### src/rtl/puzzle_defs_pkg.sv
// Shared geometry, colour constants and drawer state encoding for the puzzle display path.
package puzzle_defs;

    // Default tile and coordinate geometry; the screen is a 2x2 grid of tiles.
    localparam int TILE_W_DEF   = 80;
    localparam int TILE_H_DEF   = 60;
    localparam int X_W_DEF      = 8;
    localparam int Y_W_DEF      = 7;
    localparam int COLOUR_W_DEF = 3;
    localparam int SCREEN_W     = 2 * TILE_W_DEF;
    localparam int SCREEN_H     = 2 * TILE_H_DEF;

    // Colours are {R,G,B}.
    localparam logic [2:0] BLACK      = 3'b000;
    localparam logic [2:0] WHITE      = 3'b111;
    localparam logic [2:0] WIN_COLOUR = 3'b010;

    // Interior colour per tile id, index 0 in the low slice.
    localparam logic [3:0][2:0] TILE_COLOUR = {3'b110, 3'b001, 3'b010, 3'b100};

    // Drawer FSM encoding, also visible on the debug state port.
    localparam logic [2:0] ST_IDLE = 3'd0;
    localparam logic [2:0] ST_TILE = 3'd1;
    localparam logic [2:0] ST_FILL = 3'd2;
    localparam logic [2:0] ST_DONE = 3'd3;
    localparam logic [2:0] ST_HOLD = 3'd4;

    // Interior colour lookup for a tile id.
    function automatic logic [2:0] tile_colour(input logic [1:0] id);
        return TILE_COLOUR[id];
    endfunction

endpackage

### src/rtl/raster_scan.sv
// Row-major scan counters: cx runs 0..i_w_last inside cy 0..i_h_last, both wrap to 0.
module raster_scan #(
    parameter int X_W = 8,
    parameter int Y_W = 7
) (
    input  logic           i_clk,
    input  logic           i_rst_n,
    input  logic           i_start,
    input  logic           i_en,
    input  logic [X_W-1:0] i_w_last,
    input  logic [Y_W-1:0] i_h_last,
    output logic [X_W-1:0] o_cx,
    output logic [Y_W-1:0] o_cy,
    output logic           o_last
);

    logic [X_W-1:0] r_cx;
    logic [Y_W-1:0] r_cy;
    logic           w_x_end;
    logic           w_y_end;

    assign w_x_end = (r_cx == i_w_last);
    assign w_y_end = (r_cy == i_h_last);
    assign o_cx    = r_cx;
    assign o_cy    = r_cy;
    assign o_last  = w_x_end && w_y_end;

    // Zero on start, otherwise step one pixel per enabled cycle with wrap at the limits.
    always_ff @(posedge i_clk or negedge i_rst_n) begin
        if (!i_rst_n) begin
            r_cx <= '0;
            r_cy <= '0;
        end else if (i_start) begin
            r_cx <= '0;
            r_cy <= '0;
        end else if (i_en) begin
            if (w_x_end) begin
                r_cx <= '0;
                r_cy <= w_y_end ? '0 : r_cy + Y_W'(1);
            end else begin
                r_cx <= r_cx + X_W'(1);
            end
        end
    end

endmodule

### src/rtl/tile_drawer.sv
// Rasterises one grid tile or a full-screen fill into the VGA adapter, one pixel per cycle.
// Handshake: a request is a level on draw/clear/win sampled only in IDLE; busy rises the
// cycle after acceptance, plot marks each valid pixel, done pulses once the cycle after
// the final plot, and a request still held afterwards is not redrawn until it drops.
module tile_drawer
    import puzzle_defs::*;
#(
    parameter int TILE_W   = TILE_W_DEF,
    parameter int TILE_H   = TILE_H_DEF,
    parameter int X_W      = X_W_DEF,
    parameter int Y_W      = Y_W_DEF,
    parameter int COLOUR_W = COLOUR_W_DEF
) (
    input  logic                Clock,
    input  logic                Reset,
    input  logic                draw,
    input  logic                clear,
    input  logic                win,
    input  logic [1:0]          tile_id,
    input  logic [1:0]          location,
    output logic [X_W-1:0]      x,
    output logic [Y_W-1:0]      y,
    output logic [COLOUR_W-1:0] colour,
    output logic                plot,
    output logic                busy,
    output logic                done,
    output logic [2:0]          dbg_state
);

    localparam int SCR_W = 2 * TILE_W;
    localparam int SCR_H = 2 * TILE_H;

    logic [2:0]          r_state;
    logic [1:0]          r_id;
    logic [1:0]          r_loc;
    logic [COLOUR_W-1:0] r_fill_colour;
    logic                r_win_block;

    logic                w_win_req;
    logic                w_accept;
    logic                w_scan_en;
    logic                w_is_fill;
    logic [X_W-1:0]      w_w_last;
    logic [Y_W-1:0]      w_h_last;
    logic [X_W-1:0]      w_cx;
    logic [Y_W-1:0]      w_cy;
    logic                w_last;
    logic [X_W-1:0]      w_ox;
    logic [Y_W-1:0]      w_oy;
    logic                w_border;
    logic [COLOUR_W-1:0] w_pix_colour;

    assign dbg_state = r_state;

    // A win already served stays blocked until the win input drops.
    assign w_win_req = win && !r_win_block;
    assign w_accept  = (r_state == ST_IDLE) && (clear || draw || w_win_req);
    assign w_is_fill = (r_state == ST_FILL);
    assign w_scan_en = (r_state == ST_TILE) || w_is_fill;

    assign w_w_last = w_is_fill ? X_W'(SCR_W - 1) : X_W'(TILE_W - 1);
    assign w_h_last = w_is_fill ? Y_W'(SCR_H - 1) : Y_W'(TILE_H - 1);

    raster_scan #(
        .X_W (X_W),
        .Y_W (Y_W)
    ) u_scan (
        .i_clk    (Clock),
        .i_rst_n  (Reset),
        .i_start  (w_accept),
        .i_en     (w_scan_en),
        .i_w_last (w_w_last),
        .i_h_last (w_h_last),
        .o_cx     (w_cx),
        .o_cy     (w_cy),
        .o_last   (w_last)
    );

    // Tile origin from the latched slot; fills always start at the screen origin.
    assign w_ox = (!w_is_fill && r_loc[0]) ? X_W'(TILE_W) : '0;
    assign w_oy = (!w_is_fill && r_loc[1]) ? Y_W'(TILE_H) : '0;

    assign w_border = (w_cx == '0) || (w_cx == X_W'(TILE_W - 1)) ||
                      (w_cy == '0) || (w_cy == Y_W'(TILE_H - 1));

    // Colour mux: fill colour, tile border, or tile interior by latched id.
    always_comb begin
        w_pix_colour = r_fill_colour;
        if (!w_is_fill) begin
            w_pix_colour = w_border ? COLOUR_W'(WHITE) : COLOUR_W'(tile_colour(r_id));
        end
    end

    // Track whether the current high level on win has already produced a fill.
    always_ff @(posedge Clock or negedge Reset) begin
        if (!Reset) begin
            r_win_block <= 1'b0;
        end else if (!win) begin
            r_win_block <= 1'b0;
        end else if (w_accept && !clear && !draw) begin
            r_win_block <= 1'b1;
        end
    end

    // Request FSM with registered pixel outputs.
    always_ff @(posedge Clock or negedge Reset) begin
        if (!Reset) begin
            r_state       <= ST_IDLE;
            r_id          <= '0;
            r_loc         <= '0;
            r_fill_colour <= '0;
            x             <= '0;
            y             <= '0;
            colour        <= '0;
            plot          <= 1'b0;
            busy          <= 1'b0;
            done          <= 1'b0;
        end else begin
            case (r_state)
                ST_IDLE: begin
                    plot <= 1'b0;
                    done <= 1'b0;
                    if (w_accept) begin
                        r_id  <= tile_id;
                        r_loc <= location;
                        busy  <= 1'b1;
                        if (clear) begin
                            r_fill_colour <= COLOUR_W'(BLACK);
                            r_state       <= ST_FILL;
                        end else if (draw) begin
                            r_state       <= ST_TILE;
                        end else begin
                            r_fill_colour <= COLOUR_W'(WIN_COLOUR);
                            r_state       <= ST_FILL;
                        end
                    end
                end
                ST_TILE, ST_FILL: begin
                    plot   <= 1'b1;
                    x      <= w_ox + w_cx;
                    y      <= w_oy + w_cy;
                    colour <= w_pix_colour;
                    if (w_last) begin
                        r_state <= ST_DONE;
                    end
                end
                ST_DONE: begin
                    plot    <= 1'b0;
                    busy    <= 1'b0;
                    done    <= 1'b1;
                    r_state <= ST_HOLD;
                end
                ST_HOLD: begin
                    done <= 1'b0;
                    if (!draw && !clear) begin
                        r_state <= ST_IDLE;
                    end
                end
                default: begin
                    plot    <= 1'b0;
                    busy    <= 1'b0;
                    done    <= 1'b0;
                    r_state <= ST_IDLE;
                end
            endcase
        end
    end

endmodule

### config.mk
export PLATFORM = sky130hd
export DESIGN_NAME = tile_drawer
export DESIGN_NICKNAME = d
export VERILOG_FILES = /design/src/rtl/puzzle_defs_pkg.sv /design/src/rtl/raster_scan.sv /design/src/rtl/tile_drawer.sv
export SDC_FILE = /design/constraint.sdc
export NUM_CORES = 1
export LEC_CHECK = 0
export BUFFER_PORTS_ARGS = -buffer_cell sky130_fd_sc_hd__buf_4
export CAP_MARGIN = 20
export CELL_PAD_IN_SITES_DETAIL_PLACEMENT = 1
export CELL_PAD_IN_SITES_GLOBAL_PLACEMENT = 1
export CORE_MARGIN = 3
export CORE_UTILIZATION = 45
export CTS_CLUSTER_DIAMETER = 150
export DETAILED_ROUTE_END_ITERATION = 8
export PLACE_DENSITY_LB_ADDON = 0.05
export SLEW_MARGIN = 20
export SYNTH_ARGS = -nofsm -noshare
export SYNTH_HDL_FRONTEND = slang
export SYNTH_SLANG_ARGS = --single-unit
### constraint.sdc
create_clock -name Clock -period 7.4 [get_ports Clock]
set_clock_uncertainty 0.1 [all_clocks]
set_input_delay 0.37 -clock Clock [delete_from_list [all_inputs] [get_ports Clock]]
set_output_delay 0.37 -clock Clock [all_outputs]
set_load 0.005 [all_outputs]
======== Word level (Yosys, flattened, before mapping) ========
Index checks and enable logic that the tools add are counted.
operators by class
  $lt $le $gt $ge ......................... 1
  equal/unequal tests ..................... 13
  mux-type cells .......................... 29
  add/subtract/negate cells ............... 4
  bitwise operators ....................... 1
  reduce and logical (&&, ||, !) cells .... 30
operators with widths
  operator               number
  $mux W7                6
  $mux W8                4
  $mux W3                8
  $pmux W3 S4            1
  $add A7 B8 Y8          1
  $add A8 B1 Y8 const B  1
  $eq A8 B7 Y1 const B   1
  $eq A8 B8 Y1           1
  $logic_and A1 B1 Y1    8
  $logic_not A8 Y1       1
  $add A6 B7 Y7          1
  $add A7 B1 Y7 const B  1
  $eq A7 B6 Y1 const B   1
  $eq A7 B7 Y1           1
  $logic_not A7 Y1       1
  $bmux W3 S2            1
  $eq A3 B2 Y1 const B   2
  $logic_or A1 B1 Y1     6
  $mux W6                1
  $ne A2 B1 Y1 const B   3
  $pmux W1 S2            3
  $reduce_and A2 Y1      3
  $reduce_and A3 Y1      2
  $logic_not A1 Y1       4
  other kinds (11)       16
word-level totals
  logic and storage cells ................. 91
  bits in registers ....................... 47
  output and inout port bits .............. 24

======== Longest topological paths before layout ========
Gate-level depths: netlist of the first run.
  word-level depth ........................ 8
  depth in mapped cells ................... 10
  gate-level depth less buffers ........... 9

======== Cells and area by module ========
Synthesis of the first run repeated with hierarchy kept, for this count alone.
unflattened totals
  cells, all modules ...................... 276
  area total of the unflattened synthesis .. 2561.2 um^2
modules (own cells, without submodules)
  module       cells each  area an instance (um^2)  instances
  tile_drawer  174         1569.0                   1
  raster_scan  102         992.2                    1

======== Least setup slack after synthesis of the first run ========
No wires, ideal clock.
  kind .................................... register -> register
  start ................................... register r_state[2] (netlist: dbg_state[2])
  end ..................................... register y[6]
  setup slack ............................. 5.023 ns
  cell stages (with the launch flop) ...... 11
  data arrival time ....................... 2.142 ns
  data required time ...................... 7.165 ns
  path buffers ............................ 1
  clock period less this slack ............ 2.377 ns
  cells stage by stage .................... dfrtp_1 -> or3b_1 -> buf_2 -> nand2_1 -> xnor2_1 -> ha_1 -> or3_1 -> a31oi_1 -> a21oi_1 -> xnor2_1 -> o21ai_0
between the ends
  longest elaborated chain between the ends .. 5
  elaborated cells between the ends (all ways) .. 7
  those cells by class .................... 1 x add/sub; 2 x eq/ne; 1 x mux; 3 x reduce/logical
ends and longest elaborated chain
  what                      RTL line                               source
  start: declaration        tile_drawer.sv:33                      logic [2:0] r_state;
  start signal: assignment  tile_drawer.sv:108                     r_state <= ST_IDLE;
  start signal: assignment  tile_drawer.sv:129                     r_state <= ST_FILL;
  start signal: assignment  tile_drawer.sv:131                     r_state <= ST_TILE;
  $eq A3 B2 Y1              tile_drawer.sv:58, tile_drawer.sv:119
  $logic_not A1 Y1          --
  $logic_and A1 B1 Y1       tile_drawer.sv:81                      assign w_oy = (!w_is_fill && r_loc[1]) ? Y_W'(TILE_H) : '0;
  $mux W6                   tile_drawer.sv:81
  $add A6 B7 Y7             tile_drawer.sv:141                     y <= w_oy + w_cy;
  end signal: assignment    tile_drawer.sv:141
  end: declaration          tile_drawer.sv:22                      output logic [Y_W-1:0] y,
Several ways; a longest one is shown, not always the timed one.
A chain may end at the register's enable or synchronous reset.

======== Worst setup path after layout of the first run ========
  start ................................... register r_state[1] (netlist: dbg_state[1])
  end ..................................... register y[6]
The elaborated chain is that of the path after synthesis.

==> key figures, run 1 <==
STA
  • Slew @ Worst Pin: 1.011 ns
  • Final hold slack: 0.1663 ns
  • Final Hold Violating Endpoints: 0
  • RSZ-0062 raised after global routing: false
  • Crit path time final: 2.848 ns
  • Fmax: 351.1 MHz
  • Slew Viols, Final: 0
  • Setup TNS Final: 0 ns
  • Final period utilization: 0.3849
  • Max_slew headroom: 0.3261
  • # setup viols final: 0

Route
  • Vias after detailed routing: 2014
  • DRT Pass-1 Iters: 4
  • Vias per inst: 5.533
  • Initial DRC Count: 108
  • Drc violations: 0
  • Post-route ant nets: 0
  • Avg WL per Cell: 15.78 um
  • WL final: 5743 um

Setup path
  • Crit path cell chain: or3b_1, nand2_1, xnor2_1, ha_1, or3_1, a31oi_1, a21oi_1, xnor2_1, o21ai_0
  • WP data required: 7.43 ns
  • Critical R2R Launch: dbg_state[1]$_DFFE_PN0P_
  • Crit-path max FO: 16
  • Slowest CP cell: dfrtp_1
  • Setup CP Type: register to register
  • Crit path DAT: 2.88 ns
  • Worst r2r dst: y[6]$_DFFE_PN0P_
  • Startpoint types: register
  • Max stage delay on crit path: 0.63 ns
  • CP dominant cell by count: xnor2_1
  • Reg2reg setup slack: 4.55 ns
  • Crit end category: register
  • R2r worst-path depth: 9

Logic synthesis
  • Number of enable flip-flop cells after synthesis: 0
  • Syn Area/Cell: 8.963 um2
  • Yosys cell types: 46
  • Async set-reset flop share out of synthesis: 1.000
  • Cell Area, Synth: 2411 um2
  • Sequential area share after synthesis: 0.4670
  • Mapped Nets: 287
  • Syn. warnings: 0
  • Post-synth top flop: dfrtp_1
  • Syn Inst Count: 269
  • Seq cells post-synth: 45

Floorplan
  • Num rows: 26
  • Die Height: 79.20 um
  • Core area: 5140 um2
  • IO Pins: 33
  • Initial Utilization: 0.4691
  • Die area: 6272 um2
  • Die X: 79.20 um

Clocking
  • Clk slew on worst S/H paths: 0.08 ns
  • Root Driver: clkbuf_8
  • Clock sink count: 45
  • Clock tree buffer depth: 2
  • CTS tree: yes
  • Clock H-tree levels: 2
  • Clock latency on the worst-skew pair: 0.29 ns
  • CTS Buf Count: 5

Layout
  • Leading cell type in the layout, fill and taps excluded: nand2_1
  • Share of layout cells above drive strength 1: 0.1633
  • Most frequent cells in the layout: 53 x nand2_1, 45 x dfrtp_1, 33 x buf_4
  • Final nets: 312
  • Post-route cell area: 2778 um2
  • Area Growth Syn to Fin: 15.20%
  • Diodes inserted: 0
  • Final core occ: 0.5404

Status
  • Status: complete, no violations

Power and ir drop
  • P_sw: 0.0003712 W
  • Comb pwr share: 0.413
  • Pwr per Cell Area: 336.4 nW/um2
  • Total power: 0.0009343 W
  • Switching Fraction: 0.3973
  • P_leak: 1.281 nW
  • Clock share of power: 0.163
  • Sequential fraction of design power: 0.424
  • Peak supply drop: 0.0001893 V
  • Cell internal power dissipation: 0.0005631 W

Placed design
  • Number of port buffers: 32
  • Hpwl dp: 4083 um
  • GPL Wtd Cong: 0.7428
  • Placed cell area: 2681 um2

Run
  • Max_cap viols: 0

Hold path
  • Hold depth: 2
  • Min-Delay Startpoint: clear
  • Hold crit path type: input port to register
  • WHS Endpoint: r_fill_colour[1]$_DFFE_PN0P_

Global route
  • Pin count of the biggest net entering global routing: 46
  • Overflow after GRT: 0
  • Vias in the first global route: 2003
  • Global-route wire length before repair: 9798 um
  • Tot GR Track Use: 0.1951
  • Initial antenna violation count: 0
[state kept, by name, indices dropped and copies added (netlist names)]
signal and flops:
u_scan.o_cy 7, done 1, r_win_block 1, plot 1, r_id 2, r_fill_colour 1
u_scan.o_cx 8, dbg_state 3, y 7, r_loc 2, x 8, busy 1
colour 3
[cell usage after synthesis (all sizes together) (2+ instances only)]
| cell | count | area, um2 |
|---|---|---|
| buf | 3 | 16.26 |
| a21oi | 15 | 75.07 |
| o211ai | 3 | 22.52 |
| inv | 9 | 33.78 |
| nand2b | 4 | 25.02 |
| a31o | 3 | 26.28 |
| nand2 | 53 | 198.9 |
| clkbuf | 13 | 48.80 |
| ha | 9 | 112.6 |
| mux2i | 2 | 20.02 |
| nand3b | 4 | 30.03 |
| or3b | 2 | 17.52 |
| nand4 | 3 | 18.77 |
| o22ai | 5 | 31.28 |
| nand3 | 14 | 70.07 |
| nor4b | 3 | 26.28 |
| xnor2 | 4 | 35.03 |
| xor2 | 4 | 35.03 |
| a31oi | 4 | 25.02 |
| o21ai | 20 | 100.1 |
| o32ai | 3 | 26.28 |
| and3 | 3 | 18.77 |
| nor2 | 10 | 37.54 |
| o21bai | 2 | 15.01 |
| nor4 | 2 | 12.51 |
| and2 | 2 | 15.02 |
| or3 | 10 | 62.56 |
| or2 | 2 | 12.51 |
| dfrtp | 45 | 1126 |
[routing by layer]
metal	global-route usage	share of wire
met4	0.03093	0.0044
met3	0.03175	0.035
met5	0	0
met2	0.3140	0.47
met1	0.2821	0.49
[cell type report]
class,instances,area (um2)
fill,617,2362
multi-input combinational,199,1186
sequential,45,1126
timing repair buffer,34,257.7
tap,70,87.58
clock buffer,7,86.33
inverter,9,33.78
[power groups by stage]
stage | logic [W] | registers (W) | clock network (W)
CTS | 0.000396 | 0.000397 | 0.000158
floorplan | 0.000270 | 0.000375 | 0
global route | 0.000447 | 0.000410 | 0.000167
detailed placement | 0.000394 | 0.000402 | 0
finish | 0.000386 | 0.000396 | 0.000152
global placement | 0.000379 | 0.000398 | 0
[cell families after synthesis]
logic type | Yosys count | synth area share
AO/OA/AOI/OAI | 63 | 0.1614
XOR/XNOR | 8 | 0.02906
adder cells (fa/ha/maj) | 9 | 0.04671
buffers and inverters | 25 | 0.04099
flip-flops | 45 | 0.4670
multiplexers | 3 | 0.01453
AND/OR/NAND/NOR | 116 | 0.2403
[critical path, delay by kind of cell, from the launching register on]
| family | cells | cell delay [ns] |
|---|---|---|
| fa+ha+maj | 1 | 0.25 |
| flops | 1 | 0.63 |
| simple gates | 3 | 1.14 |
| compound gates | 3 | 0.33 |
| xor+xnor | 2 | 0.25 |
[worst max path at each step]
| stage | startpoint | end | slack, ns |
|---|---|---|---|
| floorplan | dbg_state[2]$_DFFE_PN0P_ | y[6]$_DFFE_PN0P_ | 5.02 |
| global placement | dbg_state[1]$_DFFE_PN0P_ | y[6]$_DFFE_PN0P_ | 4.71 |
| detailed placement | dbg_state[1]$_DFFE_PN0P_ | y[6]$_DFFE_PN0P_ | 4.56 |
| CTS | dbg_state[1]$_DFFE_PN0P_ | y[6]$_DFFE_PN0P_ | 4.55 |
| global route | dbg_state[1]$_DFFE_PN0P_ | y[6]$_DFFE_PN0P_ | 4.34 |
| finish | dbg_state[1]$_DFFE_PN0P_ | y[6]$_DFFE_PN0P_ | 4.55 |
[per-stage QoR]
stage	setup WS (ns)	cells
after floorplan	5.023	269
after global routing	4.344	364
after CTS	4.552	364
after detailed placement	4.563	356
final	4.552	364
after global placement	4.712	356
[repair_timing]
action	in CTS	in global routing
setup buffers	0	0
hold endpoints to repair	11	0
hold buffers	1	0
resized for setup	0	0
(Power assumes the default switching activity.)
==> run 2, diff against run 1 <==
--- a/config.mk
+++ b/config.mk
@@ -10,7 +10,7 @@
 export CELL_PAD_IN_SITES_DETAIL_PLACEMENT = 1
 export CELL_PAD_IN_SITES_GLOBAL_PLACEMENT = 1
 export CORE_MARGIN = 3
-export CORE_UTILIZATION = 45
+export CORE_UTILIZATION = 39
 export CTS_CLUSTER_DIAMETER = 150
 export DETAILED_ROUTE_END_ITERATION = 8
 export PLACE_DENSITY_LB_ADDON = 0.05
==> constraint.sdc (replaced) <==
create_clock -name Clock -period 2.3 [get_ports Clock]
set_clock_uncertainty 0.1 [all_clocks]
set_input_delay 0.115 -clock Clock [delete_from_list [all_inputs] [get_ports Clock]]
set_output_delay 0.115 -clock Clock [all_outputs]
set_load 0.005 [all_outputs]
==> run 2 against run 1 <==
  * Clock power rose to 4.3 times the previous value
  * Maximum frequency rose by 31%
  * Sequential cell count did not move
  * Register-to-register slack got worse by 4.4 ns
  * Critical path depth fell by 2
  * Final cell count rose by 7.7%
  * Global-route usage fell by 0.83 points
  * Sequential power rose to 3.1 times the previous value
  * Clock-buffer cell count fell by 1
  * Critical endpoint is now x[7]$_DFFE_PN0P_
  * Hold slack improved by 0.081 ns
  * Die area rose by 14%
==> key figures, run 2 (same netlist as run 1, synthesis figures left out) <==
Status
  • Status: complete, no violations (unchanged)

STA
  • Final Hold Violating Endpoints: 0 (unchanged)
  • Crit path time final: 2.174 ns (was 2.848 ns)
  • Max_slew headroom: 0.6132 (was 0.3261)
  • Slew @ Worst Pin: 0.5802 ns (was 1.011 ns)
  • RSZ-0062 raised after global routing: false (unchanged)
  • Fmax: 460.0 MHz (was 351.1 MHz)
  • Setup TNS Final: 0 ns (unchanged)
  • Final period utilization: 0.9452 (was 0.3849)
  • # setup viols final: 0 (unchanged)
  • Slew Viols, Final: 0 (unchanged)

Hold path
  • Hold crit path type: input port to async pin (was input port to register)

Floorplan
  • Num rows: 28 (was 26)
  • IO Pins: 33 (unchanged)
  • Die area: 7161 um2 (was 6272 um2)
  • Die Height: 84.63 um (was 79.20 um)
  • Initial Utilization: 0.4048 (was 0.4691)
  • Die X: 84.63 um (was 79.20 um)
  • Core area: 5956 um2 (was 5140 um2)

Placed design
  • Number of port buffers: 32 (unchanged)
  • Hpwl dp: 4251 um (was 4083 um)
  • Placed cells: 376 (was 356)
  • Placed cell area: 2820 um2 (was 2681 um2)
  • GPL Wtd Cong: 0.7633 (was 0.7428)

Global route
  • Initial antenna violation count: 0 (unchanged)
  • Overflow after GRT: 0 (unchanged)
  • Tot GR Track Use: 0.1869 (was 0.1951)
  • Global-route wire length before repair: 10880 um (was 9798 um)
  • Pin count of the biggest net entering global routing: 46 (unchanged)
  • Vias in the first global route: 2307 (was 2003)

Clocking
  • Clock sink count: 45 (unchanged)
  • Root Driver: clkbuf_8 (unchanged)
  • CTS Buf Count: 5 (unchanged)
  • Clock H-tree levels: 2 (unchanged)
  • CTS tree: yes (unchanged)
  • Clock latency on the worst-skew pair: 0.31 ns (was 0.29 ns)
  • Post-CTS setup buffers: 0 (unchanged)
  • Clk slew on worst S/H paths: 0.10 ns (was 0.08 ns)
  • Clock tree buffer depth: 2 (unchanged)

Power and ir drop
  • P_leak: 1.404 nW (was 1.281 nW)
  • Peak supply drop: 0.0004593 V (was 0.0001893 V)
  • Pwr per Cell Area: 1111 nW/um2 (was 336.4 nW/um2)

Setup path
  • Startpoint types: register (unchanged)
  • Crit-path max FO: 4 (was 16)
  • Critical R2R Launch: dbg_state[0]$_DFFE_PN0P_ (was dbg_state[1]$_DFFE_PN0P_)
  • R2r worst-path depth: 7 (was 9)
  • Crit path DAT: 2.25 ns (was 2.88 ns)
  • Crit end category: register (unchanged)
  • Reg2reg setup slack: 0.13 ns (was 4.55 ns)
  • Setup CP Type: register to register (unchanged)
  • WP data required: 2.38 ns (was 7.43 ns)
  • Worst setup path startpoint: dbg_state[0]$_DFFE_PN0P_ (was dbg_state[1]$_DFFE_PN0P_)

Layout
  • Final nets: 334 (was 312)
  • Final Non-Filler Cells: 392 (was 364)
  • Leading cell type in the layout, fill and taps excluded: nand2_1 (unchanged)
  • Fill cells: 688 (was 617)
  • Share of layout cells above drive strength 1: 0.2145 (was 0.1633)
  • Register Area: 1126 um2 (unchanged)
  • Most frequent cells in the layout: 52 x nand2_1, 47 x buf_4, 45 x dfrtp_1 (was 53 x nand2_1, 45 x dfrtp_1, 33 x buf_4)
  • Post-route cell area: 3025 um2 (was 2778 um2)
  • Area Growth Syn to Fin: 25.48% (was 15.20%)
  • Area of the multi-input gates: 1199 um2 (was 1186 um2)
  • Final core occ: 0.5080 (was 0.5404)
  • Diodes inserted: 0 (unchanged)

Route
  • Drc violations: 0 (unchanged)
  • Avg WL per Cell: 15.47 um (was 15.78 um)
  • WL final: 6066 um (was 5743 um)
  • Vias per inst: 5.467 (was 5.533)
  • Vias after detailed routing: 2143 (was 2014)
  • Initial DRC Count: 87 (was 108)
  • Post-route ant nets: 0 (unchanged)
  • DRT Pass-1 Iters: 4 (unchanged)

Run
  • Max_cap viols: 0 (unchanged)
-- run 2: cell types whose count changed in the layout (fill, tap and decap cells not counted), sizes merged --
cell	change
clkbuf	-1
bufinv	+1
buf	+15
clkinvlp	+1
dlygate4sd3	+7
-- run 2: path summary, 6_finish.rpt --
check	to
worst max-delay path	x[7]$_DFFE_PN0P_
worst min-delay path	y[6]$_DFFE_PN0P_
worst max register to register	x[7]$_DFFE_PN0P_
worst min register to register	x[2]$_DFFE_PN0P_
max in group asynchronous	u_scan.o_cx[5]$_DFFE_PN0P_
min in group Clock	x[2]$_DFFE_PN0P_
-- run 2: layout make-up --
type	instances	share of cell area
tap	75	0.03102
sequential	45	0.3722
multi-input combinational	199	0.3962
clock buffer	6	0.02730
timing repair buffer	56	0.1497
inverter	9	0.01117
clock inverter	2	0.01241
-- run 2: worst max-delay path, cell delays in order (launching register included) --
cell and delay (ns):
dfrtp_1 0.40, or3b_4 0.41, buf_4 0.17, and2_1 0.17, ha_1 0.32, a31oi_1 0.23
xor2_1 0.15, o21ai_0 0.08
-- run 2: routing by layer --
metal  vias up  GRT usage  routed length, um
met3         9    0.03827                214
met1      1060     0.2426               2868
met2        38     0.3103               2869
li1       1036          -                  -
met5         -          0                  0
met4         0    0.06331                113
-- run 2: report_power, final --
group | switching, W | internal, W
logic | 0.000794 | 0.000691
clock network | 0.000300 | 0.000354
registers | 0.000187 | 0.00104
-- run 2: repair_timing --
action / 4_1_cts / 5_1_grt
endpoints found under the hold margin: 51 / 0
hold buffers: 8 / 0
endpoints found under the setup margin: 0 / 3
resized for setup: 0 / 2
-- run 2: per-stage QoR --
| stage | power [W] | hold WS, ns | setup slack [ns] |
|---|---|---|---|
| 2_1_floorplan | 0.002088 | -0.2806 | 0.008558 |
| 3_3_place_gp | 0.002676 | 0.06749 | 0.1100 |
| 3_5_place_dp | 0.002733 | 0.06701 | 0.03896 |
| 4_1_cts | 0.003403 | 0.2672 | 0.02523 |
| 5_1_grt | 0.003667 | 0.2887 | 0.009369 |
| 6_report | 0.003362 | 0.2477 | 0.1261 |
==> run 3, diff against run 2 <==
--- a/config.mk
+++ b/config.mk
@@ -10,11 +10,12 @@
 export CELL_PAD_IN_SITES_DETAIL_PLACEMENT = 1
 export CELL_PAD_IN_SITES_GLOBAL_PLACEMENT = 1
 export CORE_MARGIN = 3
-export CORE_UTILIZATION = 39
+export CORE_UTILIZATION = 40
 export CTS_CLUSTER_DIAMETER = 150
 export DETAILED_ROUTE_END_ITERATION = 8
 export PLACE_DENSITY_LB_ADDON = 0.05
 export SLEW_MARGIN = 20
 export SYNTH_ARGS = -nofsm -noshare
 export SYNTH_HDL_FRONTEND = slang
+export SYNTH_HIERARCHICAL = 1
 export SYNTH_SLANG_ARGS = --single-unit
==> run 3 against run 2 <==
  * Maximum frequency fell by 1.7%
  * Sequential power is essentially flat
  * Register-to-register slack got worse by 0.04 ns
  * Synthesized area is 6.2% higher
  * Via count is 1.5% higher
  * Die area grew 3.3%
  * Non-clock buffer count unchanged
  * Utilization is 2.1 points higher
  * Combinational power shrank 5%
  * Clock-buffer cell count is 1 higher
  * Critical path type unchanged
==> key figures, run 3 <==
Status
  • Status: complete, no violations (unchanged)

Clocking
  • Root Driver: clkbuf_8 (unchanged)
  • CTS Buf Count: 5 (unchanged)
  • Clock latency on the worst-skew pair: 0.30 ns (was 0.31 ns)
  • Clk slew on worst S/H paths: 0.09 ns (was 0.10 ns)
  • Post-CTS setup buffers: 0 (unchanged)
  • Clock tree buffer depth: 2 (unchanged)
  • CTS tree: yes (unchanged)
  • Clock sink count: 45 (unchanged)
  • Clock H-tree levels: 2 (unchanged)

Setup path
  • Crit-path max FO: 8 (was 4)
  • Top delay family on crit path: simple AND/OR/NAND/NOR gates (unchanged)
  • Crit end category: register (unchanged)
  • Crit path DAT: 2.30 ns (was 2.25 ns)
  • Setup CP Type: register to register (unchanged)
  • Max stage delay on crit path: 0.47 ns (was 0.41 ns)
  • Crit path cell chain: or3b_4, xor2_1, nor4_2, and2_4, nor3_2, buf_4, a32o_1 (was or3b_4, buf_4, and2_1, ha_1, a31oi_1, xor2_1, o21ai_0)
  • Worst Path Buf+Inv: 1 (unchanged)
  • Startpoint types: register (unchanged)
  • Slowest CP cell: or3b_4 (unchanged)
  • WP data required: 2.39 ns (was 2.38 ns)

Global route
  • Pin count of the biggest net entering global routing: 46 (unchanged)
  • Met3 usage: 0.03170 (was 0.03827)
  • Overflow after GRT: 0 (unchanged)
  • Tot GR Track Use: 0.1874 (was 0.1869)
  • Busiest metal layer after global routing: met2 (unchanged)
  • Initial antenna violation count: 0 (unchanged)
  • Global-route wire length before repair: 11010 um (was 10880 um)
  • Met2 usage in global routing: 0.2950 (was 0.3103)
  • Global Route met1 Usage: 0.2674 (was 0.2426)
  • Vias in the first global route: 2196 (was 2307)

STA
  • Crit path time final: 2.211 ns (was 2.174 ns)
  • Max_slew headroom: 0.5989 (was 0.6132)
  • Fmax: 452.3 MHz (was 460.0 MHz)
  • Setup TNS Final: 0 ns (unchanged)
  • Final hold slack: 0.04318 ns (was 0.2477 ns)
  • RSZ-0062 raised after global routing: true (was false)
  • Slew @ Worst Pin: 0.6016 ns (was 0.5802 ns)
  • Slew Viols, Final: 0 (unchanged)
  • # setup viols final: 0 (unchanged)
  • Final Hold Violating Endpoints: 0 (unchanged)
  • Final period utilization: 0.9613 (was 0.9452)

Logic synthesis
  • Syn. warnings: 6 (was 0)
  • Async set-reset flop share out of synthesis: 1.000 (unchanged)
  • Area leader, netlist: dfrtp_1 (unchanged)
  • Seq cells post-synth: 45 (unchanged)
  • Top post-synthesis cells by area: dfrtp_1 44%, nand2_1 6.9%, xor2_1 6.5% (was dfrtp_1 47%, nand2_1 8.3%, ha_1 4.7%)
  • Post-synth top flop: dfrtp_1 (unchanged)
  • Sequential area share after synthesis: 0.4397 (was 0.4670)
  • Most common cell in the synthesized netlist: nand2_1 (unchanged)
  • Top cells by count, synth: 47 x nand2_1, 45 x dfrtp_1, 19 x nor2_1, 19 x xor2_1, 14 x a21oi_1 (was 53 x nand2_1, 45 x dfrtp_1, 20 x o21ai_0, 15 x a21oi_1, 14 x nand3_1)
  • Syn Area/Cell: 9.280 um2 (was 8.963 um2)
  • Yosys cell types: 47 (was 46)
  • Cell Area, Synth: 2561 um2 (was 2411 um2)
  • Top cell type's share of synthesized area: 0.4397 (was 0.4670)
  • Number of enable flip-flop cells after synthesis: 0 (unchanged)
  • Syn Inst Count: 276 (was 269)

Hold path
  • Hold crit path type: input port to register (was input port to async pin)

Floorplan
  • Die area: 7399 um2 (was 7161 um2)
  • IO Pins: 33 (unchanged)
  • Initial Utilization: 0.4226 (was 0.4048)
  • Die Height: 86.02 um (was 84.63 um)
  • Core area: 6061 um2 (was 5956 um2)
  • Num rows: 28 (unchanged)
  • Die X: 86.02 um (was 84.63 um)

Layout
  • Leading cell type in the layout, fill and taps excluded: buf_4 (was nand2_1)
  • Most frequent cells in the layout: 49 x buf_4, 47 x nand2_1, 45 x dfrtp_1 (was 52 x nand2_1, 47 x buf_4, 45 x dfrtp_1)
  • Share of layout cells above drive strength 1: 0.2269 (was 0.2145)
  • Final nets: 351 (was 334)
  • Area Growth Syn to Fin: 25.26% (was 25.48%)
  • Diodes inserted: 0 (unchanged)
  • Final Non-Filler Cells: 410 (was 392)

Route
  • DRT Pass-1 Iters: 4 (unchanged)
  • Avg WL per Cell: 15.97 um (was 15.47 um)
  • WL final: 6548 um (was 6066 um)
  • Drc violations: 0 (unchanged)
  • Post-route ant nets: 0 (unchanged)
  • Initial DRC Count: 71 (was 87)
  • Vias per inst: 5.305 (was 5.467)
  • Vias after detailed routing: 2175 (was 2143)

Power and ir drop
  • P_leak: 1.569 nW (was 1.404 nW)
  • Pwr per Cell Area: 1018 nW/um2 (was 1111 nW/um2)
  • Peak supply drop: 0.0004777 V (was 0.0004593 V)

Run
  • Max_cap viols: 0 (unchanged)

Placed design
  • Placed cells: 395 (was 376)
  • GPL Wtd Cong: 0.8691 (was 0.7633)
  • Hpwl dp: 4659 um (was 4251 um)
  • Number of port buffers: 32 (unchanged)
-- run 3: changes by cell type in the layout (fill, tap and decap cells not counted), moves of 9 or more --
| cell | delta |
|---|---|
| nand3_1 | -11 |
| or3_1 | -10 |
| conb_1 | +9 |
| xor2_1 | +14 |
| o21ai_0 | -15 |
| o21ai_1 | +11 |
-- run 3: layer usage --
layer  part of all wire  vias to the layer above  wire (um)
met1               0.50                     1082       3277
met5                  0                        -          0
met3              0.032                        4        208
li1                   -                     1052          -
met2               0.46                       37       3011
met4             0.0076                        0         50
-- run 3: repair_timing --
| action | CTS | global route |
|---|---|---|
| endpoints found under the setup margin | 10 | 13 |
| hold buffers | 7 | 0 |
| pin swaps | 0 | 5 |
| endpoints found under the hold margin | 51 | 0 |
| gates resized for setup | 2 | 11 |
-- run 3: worst register-to-register path: cells and delay by family, from the launching register on --
kind                   cells  cell delay [ns]
flip-flops                 1             0.39
AND/OR/NAND/NOR            4             1.08
AO/OA/AOI/OAI              1             0.21
buffers and inverters      1             0.16
XOR/XNOR                   1             0.17
-- run 3: area by class of cell --
class                           count  area, um2
Fill cell                         715       2853
Multi-Input combinational cell    213       1380
Sequential cell                    45       1126
Timing Repair Buffer               56      437.9
Tap cell                           75      93.84
Clock buffer                        7      86.33
Inverter                           13      53.80
Clock inverter                      1      30.03
-- run 3: worst paths after layout --
kind                                          startpoint                      endpoint  slack [ns]  cells after the start
worst max-delay path            dbg_state[2]$_DFFE_PN0P_    u_scan/o_cy[2]$_DFFE_PN0P_        0.09                      7
worst min-delay path                                draw  r_fill_colour[1]$_DFFE_PN0P_        0.04                      4
worst max register to register  dbg_state[2]$_DFFE_PN0P_    u_scan/o_cy[2]$_DFFE_PN0P_        0.09                      7
worst min register to register          y[0]$_DFFE_PN0N_              y[0]$_DFFE_PN0N_        0.38                      2
max in group asynchronous                          Reset         colour[1]$_DFFE_PN0N_        1.42                      2
min in group asynchronous                          Reset              x[3]$_DFFE_PN0N_        0.27                      2
-- run 3: logic make-up after synthesis --
family | synth area share
simple gates | 0.2125
compound gates | 0.1324
flops | 0.4397
xor+xnor | 0.09233
buf+inv | 0.04543
fa+ha+maj | 0.04201
mux | 0.03273
other cells | 0.002932
-- run 3: per-stage QoR --
step	area, um2	worst slack (ns)	total power, W	util
6_report	3208	0.08911	0.003264	0.5293
4_1_cts	3172	0.006983	0.003257	0.5233
3_3_place_gp	2982	-0.03783	0.002555	0.4919
5_1_grt	3208	-0.02472	0.003537	0.5293
2_1_floorplan	2587	0.02218	0.002034	-
3_5_place_dp	2982	-0.1071	0.002597	0.4919
-- run 3: where the power goes --
part | internal (W) | switching (W)
clock | 0.000355 | 0.000274
sequential | 0.00102 | 0.000205
combinational | 0.000647 | 0.000767
total | 0.00202 | 0.00125
